[src/rtl/led_ctrl_multi.sv]
// Purpose : CH_NUM independent LED channels, each with a debounced active-low key that
//           steps a LOGIC -> ON -> BLINK -> OFF mode FSM and drives a registered LED.
// Latency : key fall first sampled at edge 1 -> press_pulse after edge DEBOUNCE_CYC+2,
//           mode after edge DEBOUNCE_CYC+3, led_out after edge DEBOUNCE_CYC+4.
// Backpressure: none; all inputs are sampled every cycle and outputs are free-running.
//
// Ports:
//   clk         - single clock, rising edge
//   rst         - synchronous active-high reset
//   a, b        - per-channel logic operands (asynchronous, 2-flop synchronised)
//   key_in      - per-channel mechanical key, 0 = pressed (asynchronous, bouncy)
//   led_out     - registered LED drive, 1 = lit
//   press_pulse - one-cycle strobe per accepted press
//   mode        - channel i mode on bits [2i+1:2i]: 00 LOGIC, 01 ON, 10 BLINK, 11 OFF
//
// Build option: define LED_PWM_EN to dim ON mode with a free-running PWM counter
// (PWM_DUTY on-cycles out of every PWM_PERIOD); otherwise ON mode is a steady 1.
module led_ctrl_multi #(
    parameter int CH_NUM       = 4,
    parameter int DEBOUNCE_CYC = 1000000,
    parameter int BLINK_HALF   = 25000000,
    parameter int PWM_PERIOD   = 100,
    parameter int PWM_DUTY     = 25
) (
    input  logic                  clk,
    input  logic                  rst,
    input  logic [CH_NUM-1:0]     a,
    input  logic [CH_NUM-1:0]     b,
    input  logic [CH_NUM-1:0]     key_in,
    output logic [CH_NUM-1:0]     led_out,
    output logic [CH_NUM-1:0]     press_pulse,
    output logic [2*CH_NUM-1:0]   mode
);

    // Elaboration-time parameter sanity checks.
    if (DEBOUNCE_CYC < 2) begin : g_chk_db
        $error("DEBOUNCE_CYC must be 2 or more");
    end
    if (BLINK_HALF < 1) begin : g_chk_blink
        $error("BLINK_HALF must be 1 or more");
    end
    if (PWM_PERIOD < 1 || PWM_DUTY > PWM_PERIOD) begin : g_chk_pwm
        $error("PWM_DUTY must not exceed PWM_PERIOD");
    end

    localparam int DB_W = $clog2(DEBOUNCE_CYC);
    localparam int BL_W = (BLINK_HALF > 1) ? $clog2(BLINK_HALF) : 1;
    localparam logic [DB_W-1:0] DB_LAST = DB_W'(DEBOUNCE_CYC - 1);
    localparam logic [BL_W-1:0] BL_LAST = BL_W'(BLINK_HALF - 1);

    typedef enum logic [1:0] {
        MODE_LOGIC = 2'b00,
        MODE_ON    = 2'b01,
        MODE_BLINK = 2'b10,
        MODE_OFF   = 2'b11
    } mode_e;

    // Synchroniser chain, packed as {key, b, a}.
    logic [3*CH_NUM-1:0] sync1_q, sync2_q;
    logic [CH_NUM-1:0]   a_s, b_s, key_s;

    logic [DB_W-1:0]     db_cnt_q [CH_NUM];
    logic [DB_W-1:0]     db_cnt_d [CH_NUM];
    logic [CH_NUM-1:0]   stable_q, stable_d;
    logic [CH_NUM-1:0]   pulse_q, pulse_d;
    logic [CH_NUM-1:0]   led_q, led_d;
    mode_e               mode_q [CH_NUM];
    mode_e               mode_d [CH_NUM];

    logic [BL_W-1:0]     blink_cnt_q, blink_cnt_d;
    logic                blink_ph_q, blink_ph_d;
    logic                blink_wrap;
    logic                on_lvl;

    assign a_s   = sync2_q[CH_NUM-1:0];
    assign b_s   = sync2_q[2*CH_NUM-1:CH_NUM];
    assign key_s = sync2_q[3*CH_NUM-1:2*CH_NUM];

`ifdef LED_PWM_EN
    localparam int PW_W = (PWM_PERIOD > 1) ? $clog2(PWM_PERIOD) : 1;
    localparam logic [PW_W-1:0] PW_LAST = PW_W'(PWM_PERIOD - 1);
    // One extra bit so PWM_DUTY == PWM_PERIOD still compares as "always on".
    localparam logic [PW_W:0]   PW_DUTY = (PW_W+1)'(PWM_DUTY);

    logic [PW_W-1:0] pwm_cnt_q, pwm_cnt_d;

    assign pwm_cnt_d = (pwm_cnt_q == PW_LAST) ? '0 : pwm_cnt_q + 1'b1;
    assign on_lvl    = ({1'b0, pwm_cnt_q} < PW_DUTY);

    always_ff @(posedge clk) begin
        if (rst) begin
            pwm_cnt_q <= '0;
        end else begin
            pwm_cnt_q <= pwm_cnt_d;
        end
    end
`else
    assign on_lvl = 1'b1;
`endif

    // Shared blink timebase; free-runs independently of any channel mode.
    assign blink_wrap  = (blink_cnt_q == BL_LAST);
    assign blink_cnt_d = blink_wrap ? '0 : blink_cnt_q + 1'b1;
    assign blink_ph_d  = blink_ph_q ^ blink_wrap;

    // Debounce: any cycle matching the stable level restarts the count, so a bounce
    // shorter than DEBOUNCE_CYC never gets accepted. Only a 1->0 acceptance pulses.
    always_comb begin
        for (int i = 0; i < CH_NUM; i++) begin
            db_cnt_d[i] = '0;
            stable_d[i] = stable_q[i];
            pulse_d[i]  = 1'b0;
            if (key_s[i] != stable_q[i]) begin
                if (db_cnt_q[i] == DB_LAST) begin
                    stable_d[i] = key_s[i];
                    pulse_d[i]  = ~key_s[i];
                end else begin
                    db_cnt_d[i] = db_cnt_q[i] + 1'b1;
                end
            end
        end
    end

    // Mode FSM next state and LED next value per channel.
    always_comb begin
        for (int i = 0; i < CH_NUM; i++) begin
            mode_d[i] = mode_q[i];
            led_d[i]  = 1'b0;
            if (pulse_q[i]) begin
                case (mode_q[i])
                    MODE_LOGIC: mode_d[i] = MODE_ON;
                    MODE_ON:    mode_d[i] = MODE_BLINK;
                    MODE_BLINK: mode_d[i] = MODE_OFF;
                    default:    mode_d[i] = MODE_LOGIC;
                endcase
            end
            case (mode_q[i])
                // NAND while the key is held, XOR while released.
                MODE_LOGIC: led_d[i] = (~(a_s[i] & b_s[i]) & ~stable_q[i])
                                     | ((a_s[i] ^ b_s[i]) & stable_q[i]);
                MODE_ON:    led_d[i] = on_lvl;
                MODE_BLINK: led_d[i] = blink_ph_q;
                default:    led_d[i] = 1'b0;
            endcase
        end
    end

    always_ff @(posedge clk) begin
        for (int i = 0; i < CH_NUM; i++) begin
            if (rst) begin
                mode_q[i] <= MODE_LOGIC;
            end else begin
                mode_q[i] <= mode_d[i];
            end
        end
    end

    always_ff @(posedge clk) begin
        if (rst) begin
            // Synchronisers and stable levels reset to "released" so a key held
            // through reset needs a full fresh debounce count.
            sync1_q     <= '1;
            sync2_q     <= '1;
            stable_q    <= '1;
            pulse_q     <= '0;
            led_q       <= '0;
            blink_cnt_q <= '0;
            blink_ph_q  <= 1'b0;
            for (int i = 0; i < CH_NUM; i++) begin
                db_cnt_q[i] <= '0;
            end
        end else begin
            sync1_q     <= {key_in, b, a};
            sync2_q     <= sync1_q;
            stable_q    <= stable_d;
            pulse_q     <= pulse_d;
            led_q       <= led_d;
            blink_cnt_q <= blink_cnt_d;
            blink_ph_q  <= blink_ph_d;
            for (int i = 0; i < CH_NUM; i++) begin
                db_cnt_q[i] <= db_cnt_d[i];
            end
        end
    end

    assign led_out     = led_q;
    assign press_pulse = pulse_q;

    always_comb begin
        mode = '0;
        for (int i = 0; i < CH_NUM; i++) begin
            mode[2*i +: 2] = mode_q[i];
        end
    end

endmodule

[config.mk]
export PLATFORM = sky130hd
export DESIGN_NAME = led_ctrl_multi
export DESIGN_NICKNAME = d
export VERILOG_FILES = /design/src/rtl/led_ctrl_multi.sv
export SDC_FILE = /design/constraint.sdc
export NUM_CORES = 1
export LEC_CHECK = 0
export CAP_MARGIN = 5
export CORE_MARGIN = 2
export CORE_UTILIZATION = 53
export DETAILED_ROUTE_END_ITERATION = 16
export HOLD_SLACK_MARGIN = 0.1
export PLACE_DENSITY = 0.72
export REMOVE_ABC_BUFFERS = 1
export SLEW_MARGIN = 20
export SYNTH_ARGS = -nofsm -noshare
export SYNTH_HDL_FRONTEND = slang
export SYNTH_SLANG_ARGS = --single-unit
[constraint.sdc]
create_clock -name clk -period 2.5 [get_ports clk]
set_input_delay 0.5 -clock clk [delete_from_list [all_inputs] [get_ports clk]]
set_output_delay 0.5 -clock clk [all_outputs]
set_load 0.02 [all_outputs]
==> results of run 1 <==
==> where the power goes <==
part,internal [mW],leakage [nW],switching (mW)
logic,0.0556,0.873,0.0542
registers,2.42,1.22,0.0123
clock network,1.44,0.270,0.928
==> metrics by stage <==
stage | cell area (sq um) | hold slack [ps]
5_1_grt | 7530 | 419
4_1_cts | 7530 | 407
6_report | 7530 | 406
2_1_floorplan | 6420 | 389
3_5_place_dp | 6980 | 394
3_3_place_gp | 6980 | 392
==> synthesized netlist by cell type (3+ instances only) <==
master	number
or2_2	24
a21oi_1	28
mux2i_1	6
dfxtp_1	150
and3_1	4
inv_1	29
nor4_1	18
o21ai_0	23
a221oi_1	4
o31ai_1	8
nor3_1	22
or4b_2	3
ha_1	25
and2_1	4
nand3_1	43
buf_2	6
or3_1	14
or4_1	19
xor2_1	21
and4_1	9
clkbuf_1	10
xnor2_1	51
nor4b_1	6
nand4_1	22
nand2_1	34
nor2_1	109
==> per-layer routing <==
layer	track usage	part of all wire	vias to the layer above	wire, microns
met5	0	0	-	0
met4	0.0739	0.016	0	199
met3	0.0601	0.031	17	385
met2	0.327	0.48	61	5890
met1	0.253	0.48	2401	5900
li1	-	-	2637	-
==> sequential cells by signal (all words and copies together) (netlist names) <==
name / count
led_out: 4
stable_q: 4
mode_q: 8
blink_cnt_q: 25
press_pulse: 4
sync1_q: 12
sync2_q: 12
db_cnt_q: 80
blink_ph_q: 1
==> area by class of cell <==
cell class              count  area [sq um]  share of cell area
clock buffers              24           482              0.0639
clock inverters             8          73.8             0.00980
inverters                  29           109              0.0144
multi-input cells         526          3310               0.439
flip-flops and latches    150          3000               0.399
well taps                 147           184              0.0244
repair buffers             40           373              0.0495
==> worst max-delay path, stage by stage (launching register included) <==
cell,delay [ps]
dfxtp_1,370
ha_1,210
nand3_1,190
or4_1,670
or4_1,540
a21oi_1,140
==> cell families (layout without fill, tap and decap cells) <==
| family | Yosys count | after routing | share of synthesized area |
|---|---|---|---|
| adders and majority gates | 25 | 25 | 0.0479 |
| DFF | 150 | 150 | 0.460 |
| xor gates and xnor gates | 72 | 72 | 0.0965 |
| and+or+nand+nor | 350 | 350 | 0.288 |
| AOI/OAI and AO/OA | 73 | 73 | 0.0655 |
| buffers and inverters | 50 | 101 | 0.0335 |
| muxes | 6 | 6 | 0.00919 |
==> final timing paths <==
kind                            depth (start not counted)                    endpoint
worst max-delay path                                    5  blink_cnt_q[24]$_SDFF_PP0_
worst min-delay path                                    1       sync2_q[8]$_SDFF_PP1_
worst max register to register                          5  blink_cnt_q[24]$_SDFF_PP0_
worst min register to register                          1       sync2_q[8]$_SDFF_PP1_
==> impl_metrics.py, run 1 <==
metrics = {
    "run_status": {
        "status": "complete, no violations",
    },
    "sta": {
        "slew_viol_final": 0,
        "fmax_ghz": 0.456,
        "tightest_slew_ps": 493,
        "setup_slack_ps": 307,
        "rsz0062_at_grt": "no",
        "slew_headroom": 0.669,
        "period_minus_slack_ps": 2190,
        "min_period_over_period": 0.877,
        "finalSetupViolCount": 0,
        "fin_tns_setup_ps": 0,
        "hold_violations": 0,
        "skew_ps": 5.86,
    },
    "place": {
        "io_buffers": 29,
        "place_ws_ps": 330,
        "post-dp-hpwl_microns": 8590,
        "gp_congestion": 0.800,
        "placed_cells": 892,
    },
    "logic_synthesis": {
        "syn_avg_cell_area_sq_um": 9.00,
        "synth_area_leaders": "dfxtp_1 (46%), xnor2_1 (6.8%), nor2_1 (6.3%), ha_1 (4.8%), nand3_1 (3.3%)",
        "synth_area_sq_mm": 0.00653,
        "synth-seq-cells": 150,
        "synthCells": 726,
        "yosysUniqueCellTypes": 49,
        "ys_seq_area_frac": 0.460,
        "synth_warnings": 0,
        "synth_edf_count": 0,
        "async_flop_share": 0,
        "synth_flop_cell": "dfxtp_1",
        "yosys.area.top_type": "dfxtp_1",
        "netlist.area_leader.share": 0.460,
    },
    "clocking": {
        "ctsLongestPathBuffers": 2,
        "clk_latency_ps": 420,
        "clk_pin_slew_ps": 60,
        "cts_resized": 0,
        "cts-root-buf": "clkbuf_16",
        "cts_tree": "yes",
        "ctsHoldBuffers": 0,
        "cts_setup_buffers": 0,
        "cts_buffers": 17,
        "h-tree-depth": 4,
        "clock-sinks": 150,
    },
    "worst_hold_path": {
        "hp-class": "reg2reg",
        "min_from": "sync1_q[8]$_SDFF_PP1_",
    },
    "worst_setup_path": {
        "startpoint": "blink_cnt_q[0]$_SDFF_PP0_",
        "path_class": "reg2reg",
        "cp.required_ps": 2850,
        "end_kind": "flip-flop",
        "arrival_ps": 2550,
        "r2r_start": "blink_cnt_q[0]$_SDFF_PP0_",
        "r2r_setup_slack_ps": 310,
        "startpoint_type": "flip-flop",
        "critical_path.max_fanout": 8,
    },
    "global_route": {
        "grt.total_usage": 0.201,
        "grt_pass1_vias": 4889,
        "antenna_found_initial": 0,
        "gr-total-overflow": 0,
        "grt_pass1_wl_microns": 21400,
        "grt_max_degree": 23,
    },
    "finish": {
        "layout-drive-gt1-share": 0.0991,
        "final_common_cell": "dfxtp_1",
        "final_util": 0.627,
        "area_growth_pct": 15.3,
        "fillers": 1047,
        "nets": 803,
        "mostFrequentLayoutCells": "dfxtp_1 (150), nor2_1 (109), xnor2_1 (51), nand3_1 (43), nand2_1 (34)",
        "diodes": 0,
        "fin_cells": 924,
    },
    "power_and_ir_drop": {
        "finalPower_mw": 4.91,
        "ir_worst_vdd_uv": 482,
        "p_leak_nw": 2.36,
        "powerDensity_mw_per_mm2": 652,
    },
    "floorplanning": {
        "die_h_microns": 115,
        "pin_count": 30,
        "num_rows": 40,
        "die_area_sq_mm": 0.0132,
        "die_x_microns": 115,
        "coreArea_sq_mm": 0.0120,
        "start_util": 0.544,
    },
    "detailed_routing": {
        "drtAntennaViolNets": 0,
        "wl_per_cell_microns": 13.4,
        "vias": 5116,
        "drt-total-wl_microns": 12400,
        "drtIter0Drc": 248,
        "vias_per_cell": 5.54,
        "firstDrtPassIters": 4,
        "drc": 0,
    },
    "job": {
        "maxCapViolations": 0,
    },
}
(Power assumes the default switching activity.)
==> run 2: changes to the inputs <==
--- a/config.mk
+++ b/config.mk
@@ -7,10 +7,11 @@
 export LEC_CHECK = 0
 export CAP_MARGIN = 5
 export CORE_MARGIN = 2
-export CORE_UTILIZATION = 53
+export CORE_UTILIZATION = 23
+export CTS_BUF_LIST = sky130_fd_sc_hd__clkbuf_16
 export DETAILED_ROUTE_END_ITERATION = 16
 export HOLD_SLACK_MARGIN = 0.1
-export PLACE_DENSITY = 0.72
+export PLACE_DENSITY = 0.38
 export REMOVE_ABC_BUFFERS = 1
 export SLEW_MARGIN = 20
 export SYNTH_ARGS = -nofsm -noshare
==> run 2 against run 1 <==
Total power rose by 2.8%. Design area rose by 4.6%. Worst setup slack got worse by 75 ps. Critical endpoint unchanged. Highest routed layer unchanged.
==> impl_metrics.py, run 2 (same netlist as run 1, synthesis figures left out) <==
metrics = {
    "floorplanning": {
        "die_x_microns": 173,
        "pin_count": 30,
        "coreArea_sq_mm": 0.0279,
        "die_h_microns": 173,
        "start_util": 0.234,
        "die_area_sq_mm": 0.0298,
        "num_rows": 61,
    },
    "worst_setup_path": {
        "end_kind": "flip-flop",
        "startpoint_type": "flip-flop",
        "cp_cell_sequence": "ha_1 -> nand3_1 -> or4_1 -> or4_1 -> a21oi_1",
        "critPathSlowestCell": "or4_1",
        "cp.required_ps": 2840,
        "cp_slowest_stage_delay_ps": 690,
        "path_class": "reg2reg",
        "critical_path.max_fanout": 8,
        "crit_top_cell": "or4_1",
        "arrival_ps": 2610,
    },
    "detailed_routing": {
        "drtAntennaViolNets": 0,
        "firstDrtPassIters": 4,
        "drt-total-wl_microns": 14000,
        "wl_per_cell_microns": 12.1,
        "vias_per_cell": 4.27,
        "vias": 4957,
        "drtIter0Drc": 268,
        "drc": 0,
    },
    "finish": {
        "fillers": 2988,
        "mostFrequentLayoutCells": "dfxtp_1 (150), nor2_1 (109), xnor2_1 (51), nand3_1 (43), nand2_1 (34)",
        "nets": 808,
        "largest_reg_flops": 80,
        "layout-drive-gt1-share": 0.109,
        "reg_top3": "db_cnt_q (80), blink_cnt_q (25)",
        "regArea_sq_mm": 0.00300,
        "area_growth_pct": 20.7,
        "multi_input_area_sq_mm": 0.00331,
        "final_common_cell": "dfxtp_1",
        "fin_cells": 1160,
        "regMostFlops": "db_cnt_q",
        "diodes": 0,
    },
    "sta": {
        "slew_viol_final": 0,
        "fin_hold_ws_ps": 400,
        "hold_violations": 0,
        "setup_slack_ps": 233,
        "skew_ps": 13.1,
        "slew_headroom": 0.641,
        "finalSetupViolCount": 0,
        "period_minus_slack_ps": 2270,
        "fmax_ghz": 0.441,
        "min_period_over_period": 0.907,
        "fin_tns_setup_ps": 0,
        "tightest_slew_ps": 533,
        "rsz0062_at_grt": "no",
    },
    "clocking": {
        "h-tree-depth": 4,
        "clock-sinks": 150,
        "ctsLongestPathBuffers": 2,
        "cts_buffers": 17,
        "clk_pin_slew_ps": 70,
        "cts_setup_buffers": 0,
        "cts_resized": 0,
        "cts-root-buf": "clkbuf_16",
        "ctsHoldBuffers": 0,
        "cts_tree": "yes",
        "clk_latency_ps": 430,
    },
    "worst_hold_path": {
        "hp-class": "reg2reg",
    },
    "global_route": {
        "gr-total-overflow": 0,
        "grt_max_degree": 29,
        "grt_pass1_wl_microns": 23800,
        "antenna_found_initial": 0,
        "grt_pass1_vias": 4757,
        "grt.total_usage": 0.0980,
    },
    "place": {
        "place_ws_ps": 244,
        "gp_congestion": 0.724,
        "io_buffers": 29,
        "placed_cells": 1128,
        "post-dp-hpwl_microns": 9650,
    },
    "job": {
        "maxCapViolations": 0,
    },
    "power_and_ir_drop": {
        "ir_worst_vdd_uv": 377,
        "powerDensity_mw_per_mm2": 640,
        "p_leak_nw": 2.40,
    },
    "run_status": {
        "status": "complete, no violations",
    },
}
## run 2: changes by cell type in the layout (fill, tap and decap cells not counted), sizes merged
cell	change
inv	+6
clkinvlp	-1
clkbuf	-7
buf	+6
clkinv	+2
clkdlybuf4s50	-1
## run 2: report_power, final
group | internal [mW] | switching [mW]
logic | 0.0544 | 0.0570
clock network | 1.39 | 1.11
registers | 2.42 | 0.0124
total | 3.86 | 1.18
## run 2: final timing paths
path | start | slack, ps | depth (start not counted) | endpoint
setup / recovery | blink_cnt_q[0]$_SDFF_PP0_ | 230 | 5 | blink_cnt_q[24]$_SDFF_PP0_
hold / removal | sync1_q[10]$_SDFF_PP1_ | 400 | 1 | sync2_q[10]$_SDFF_PP1_
setup reg to reg | blink_cnt_q[0]$_SDFF_PP0_ | 230 | 5 | blink_cnt_q[24]$_SDFF_PP0_
hold reg to reg | sync1_q[10]$_SDFF_PP1_ | 400 | 1 | sync2_q[10]$_SDFF_PP1_
## run 2: through the flow
stage,area (sq um),util,power [mW]
2_1_floorplan,6420,-,2.53
3_3_place_gp,7310,0.263,2.60
3_5_place_dp,7310,0.263,2.60
5_1_grt,7880,0.283,5.25
4_1_cts,7880,0.283,5.16
6_report,7880,0.283,5.05
## run 2: cell type report
cell class                      count  share of cell area
Clock buffer                       17              0.0540
Tap cell                          378              0.0600
Clock inverter                     15              0.0184
Sequential cell                   150               0.381
Timing Repair Buffer               45              0.0530
Inverter                           29              0.0138
Multi-Input combinational cell    526               0.420
## run 2: routing by layer
layer / wire, microns / track usage / share of wire / vias up
li1: - / - / - / 2645
met1: 7450 / 0.135 / 0.53 / 2257
met2: 6070 / 0.149 / 0.43 / 43
met3: 306 / 0.0213 / 0.022 / 12
met4: 201 / 0.0374 / 0.014 / 0
met5: 0 / 0 / 0 / -
## run 2: worst max-delay path, delay by kind of cell, from the launching register on
family,cells,cell delay [ps]
and+or+nand+nor,3,1450
AOI/OAI and AO/OA,1,160
adders and majority gates,1,220
DFF,1,360
==> run 3: changes to the inputs <==
--- a/config.mk
+++ b/config.mk
@@ -11,6 +11,7 @@
 export CTS_BUF_LIST = sky130_fd_sc_hd__clkbuf_16
 export DETAILED_ROUTE_END_ITERATION = 16
 export HOLD_SLACK_MARGIN = 0.1
+export MAX_ROUTING_LAYER = met4
 export PLACE_DENSITY = 0.38
 export REMOVE_ABC_BUFFERS = 1
 export SLEW_MARGIN = 20
==> constraint.sdc (replaced) <==
create_clock -name clk -period 2.4 [get_ports clk]
set_input_delay 0.48 -clock clk [delete_from_list [all_inputs] [get_ports clk]]
set_output_delay 0.48 -clock clk [all_outputs]
set_load 0.02 [all_outputs]
==> run 3 against run 2 <==
Critical endpoint unchanged. Combinational power grew 7%. Total power grew 6.3%. Register-to-register slack gained 60 ps. Via count grew 1.1%. Clock power grew 8.0%. Sequential cell count is the same. Critical path depth is the same. Clock-buffer cell count is the same. Fmax grew 7.5%. Cell count grew 0.34%. Largest power group unchanged. Highest routed layer unchanged. First-iteration DRC count shrank 26%.
==> impl_metrics.py, run 3 (same netlist as run 1, synthesis figures left out) <==
metrics = {
    "run_status": {
        "status": "complete, no violations",
    },
    "floorplanning": {
        "die_area_sq_mm": 0.0298,
        "num_rows": 61,
        "die_h_microns": 173,
        "coreArea_sq_mm": 0.0279,
        "start_util": 0.234,
        "die_x_microns": 173,
        "pin_count": 30,
    },
    "finish": {
        "mostFrequentLayoutCells": "dfxtp_1 (150), nor2_1 (109), xnor2_1 (51), nand3_1 (43), nand2_1 (34)",
        "nets": 812,
        "diodes": 0,
        "final_area_sq_mm": 0.00796,
        "final_common_cell": "dfxtp_1",
        "reg_top3": "db_cnt_q (80), blink_cnt_q (25)",
        "area_growth_pct": 21.9,
        "largest_reg_flops": 80,
        "regMostFlops": "db_cnt_q",
        "layout-drive-gt1-share": 0.113,
    },
    "global_route": {
        "grt_max_degree": 29,
        "antenna_found_initial": 0,
        "grt.total_usage": 0.0989,
        "grt_pass1_wl_microns": 23400,
        "grt_pass1_vias": 4785,
        "gr-total-overflow": 0,
    },
    "worst_setup_path": {
        "critPathSlowestCell": "or4_1",
        "cp_slowest_stage_delay_ps": 650,
        "cp_num_buf_inv": 0,
        "crit_family": "simple AND/OR/NAND/NOR gates",
        "startpoint_type": "flip-flop",
        "arrival_ps": 2450,
        "critical_path.max_fanout": 8,
        "cp.required_ps": 2750,
        "cp_cell_sequence": "ha_1 -> nand3_1 -> or4_1 -> or4_1 -> a21oi_1",
        "end_kind": "flip-flop",
        "crit_top_cell": "or4_1",
        "path_class": "reg2reg",
    },
    "sta": {
        "finalSetupViolCount": 0,
        "period_minus_slack_ps": 2110,
        "tightest_slew_ps": 546,
        "fmax_ghz": 0.474,
        "slew_headroom": 0.633,
        "setup_slack_ps": 291,
        "fin_tns_setup_ps": 0,
        "rsz0062_at_grt": "no",
        "min_period_over_period": 0.879,
        "slew_viol_final": 0,
        "skew_ps": 11.3,
        "hold_violations": 0,
    },
    "place": {
        "post-dp-hpwl_microns": 9630,
        "io_buffers": 29,
        "dpl_cell_area_sq_mm": 0.00737,
        "gp_congestion": 0.737,
        "place_ws_ps": 307,
    },
    "detailed_routing": {
        "vias_per_cell": 4.30,
        "drtAntennaViolNets": 0,
        "drtIter0Drc": 197,
        "m1WireLength_microns": 7270,
        "drt-total-wl_microns": 13800,
        "vias": 5011,
        "wl_per_cell_microns": 11.9,
        "wl_met3_microns": 352,
        "wl_met2_microns": 6060,
        "top_layer": "met4",
        "drc": 0,
        "firstDrtPassIters": 4,
    },
    "clocking": {
        "clk_latency_ps": 420,
        "clk_pin_slew_ps": 70,
        "cts-root-buf": "clkbuf_16",
        "ctsHoldBuffers": 0,
        "cts_setup_buffers": 0,
        "cts_tree": "yes",
        "h-tree-depth": 4,
        "cts_buffers": 17,
        "clock-sinks": 150,
        "ctsLongestPathBuffers": 2,
        "cts_resized": 0,
    },
    "power_and_ir_drop": {
        "sequentialPowerShare": 0.472,
        "p_comb_frac": 0.022,
        "clkPwrFrac": 0.506,
        "power.internal_mw": 4.14,
        "powerDensity_mw_per_mm2": 674,
        "ir_worst_vdd_uv": 321,
        "p_leak_nw": 2.44,
        "finalPower_mw": 5.36,
        "switching_power_mw": 1.22,
        "switching_share": 0.228,
    },
    "job": {
        "maxCapViolations": 0,
    },
    "worst_hold_path": {
        "hp-class": "reg2reg",
    },
}
-- run 3: changes by cell type in the layout (fill, tap and decap cells not counted) --
cell and change:
buf_12 +2, buf_4 +2, clkinv_4 -2, inv_6 +2, bufinv_16 +1, clkinv_1 +1, clkinvlp_4 -1, inv_1 -1
-- run 3: through the flow --
stage	util	std cells	hold slack [ps]
2_1_floorplan	-	705	389
3_3_place_gp	0.264	1132	392
3_5_place_dp	0.264	1132	393
4_1_cts	0.286	1164	400
5_1_grt	0.286	1164	419
6_report	0.286	1164	401
-- run 3: worst paths after layout --
kind,from,endpoint,slack (ps),depth (start not counted)
max reg2reg,blink_cnt_q[0]$_SDFF_PP0_,blink_cnt_q[24]$_SDFF_PP0_,290,5
max,blink_cnt_q[0]$_SDFF_PP0_,blink_cnt_q[24]$_SDFF_PP0_,290,5
min reg2reg,sync1_q[10]$_SDFF_PP1_,sync2_q[10]$_SDFF_PP1_,400,1
min,sync1_q[10]$_SDFF_PP1_,sync2_q[10]$_SDFF_PP1_,400,1
-- run 3: per-layer routing --
layer / track usage / vias to the layer above
met1: 0.129 / 2310
met2: 0.150 / 50
met5: - / -
met4: 0.0321 / 0
met3: 0.0257 / 10
li1: - / 2641
-- run 3: power by group through the flow --
stage | sequential, mW | combinational (mW) | clock [mW]
2_1_floorplan | 2.59 | 0.0508 | 0
3_3_place_gp | 2.59 | 0.124 | 0
3_5_place_dp | 2.59 | 0.123 | 0
4_1_cts | 2.53 | 0.123 | 2.82
5_1_grt | 2.53 | 0.135 | 2.92
6_report | 2.53 | 0.119 | 2.71
-- run 3: area by class of cell --
type                    instances  area, sq um
clock buffers                  17          425
clock inverters                15          168
fillers                      2945        19900
inverters                      29          109
multi-input cells             526         3310
flip-flops and latches        150         3000
well taps                     378          473
repair buffers                 49          473
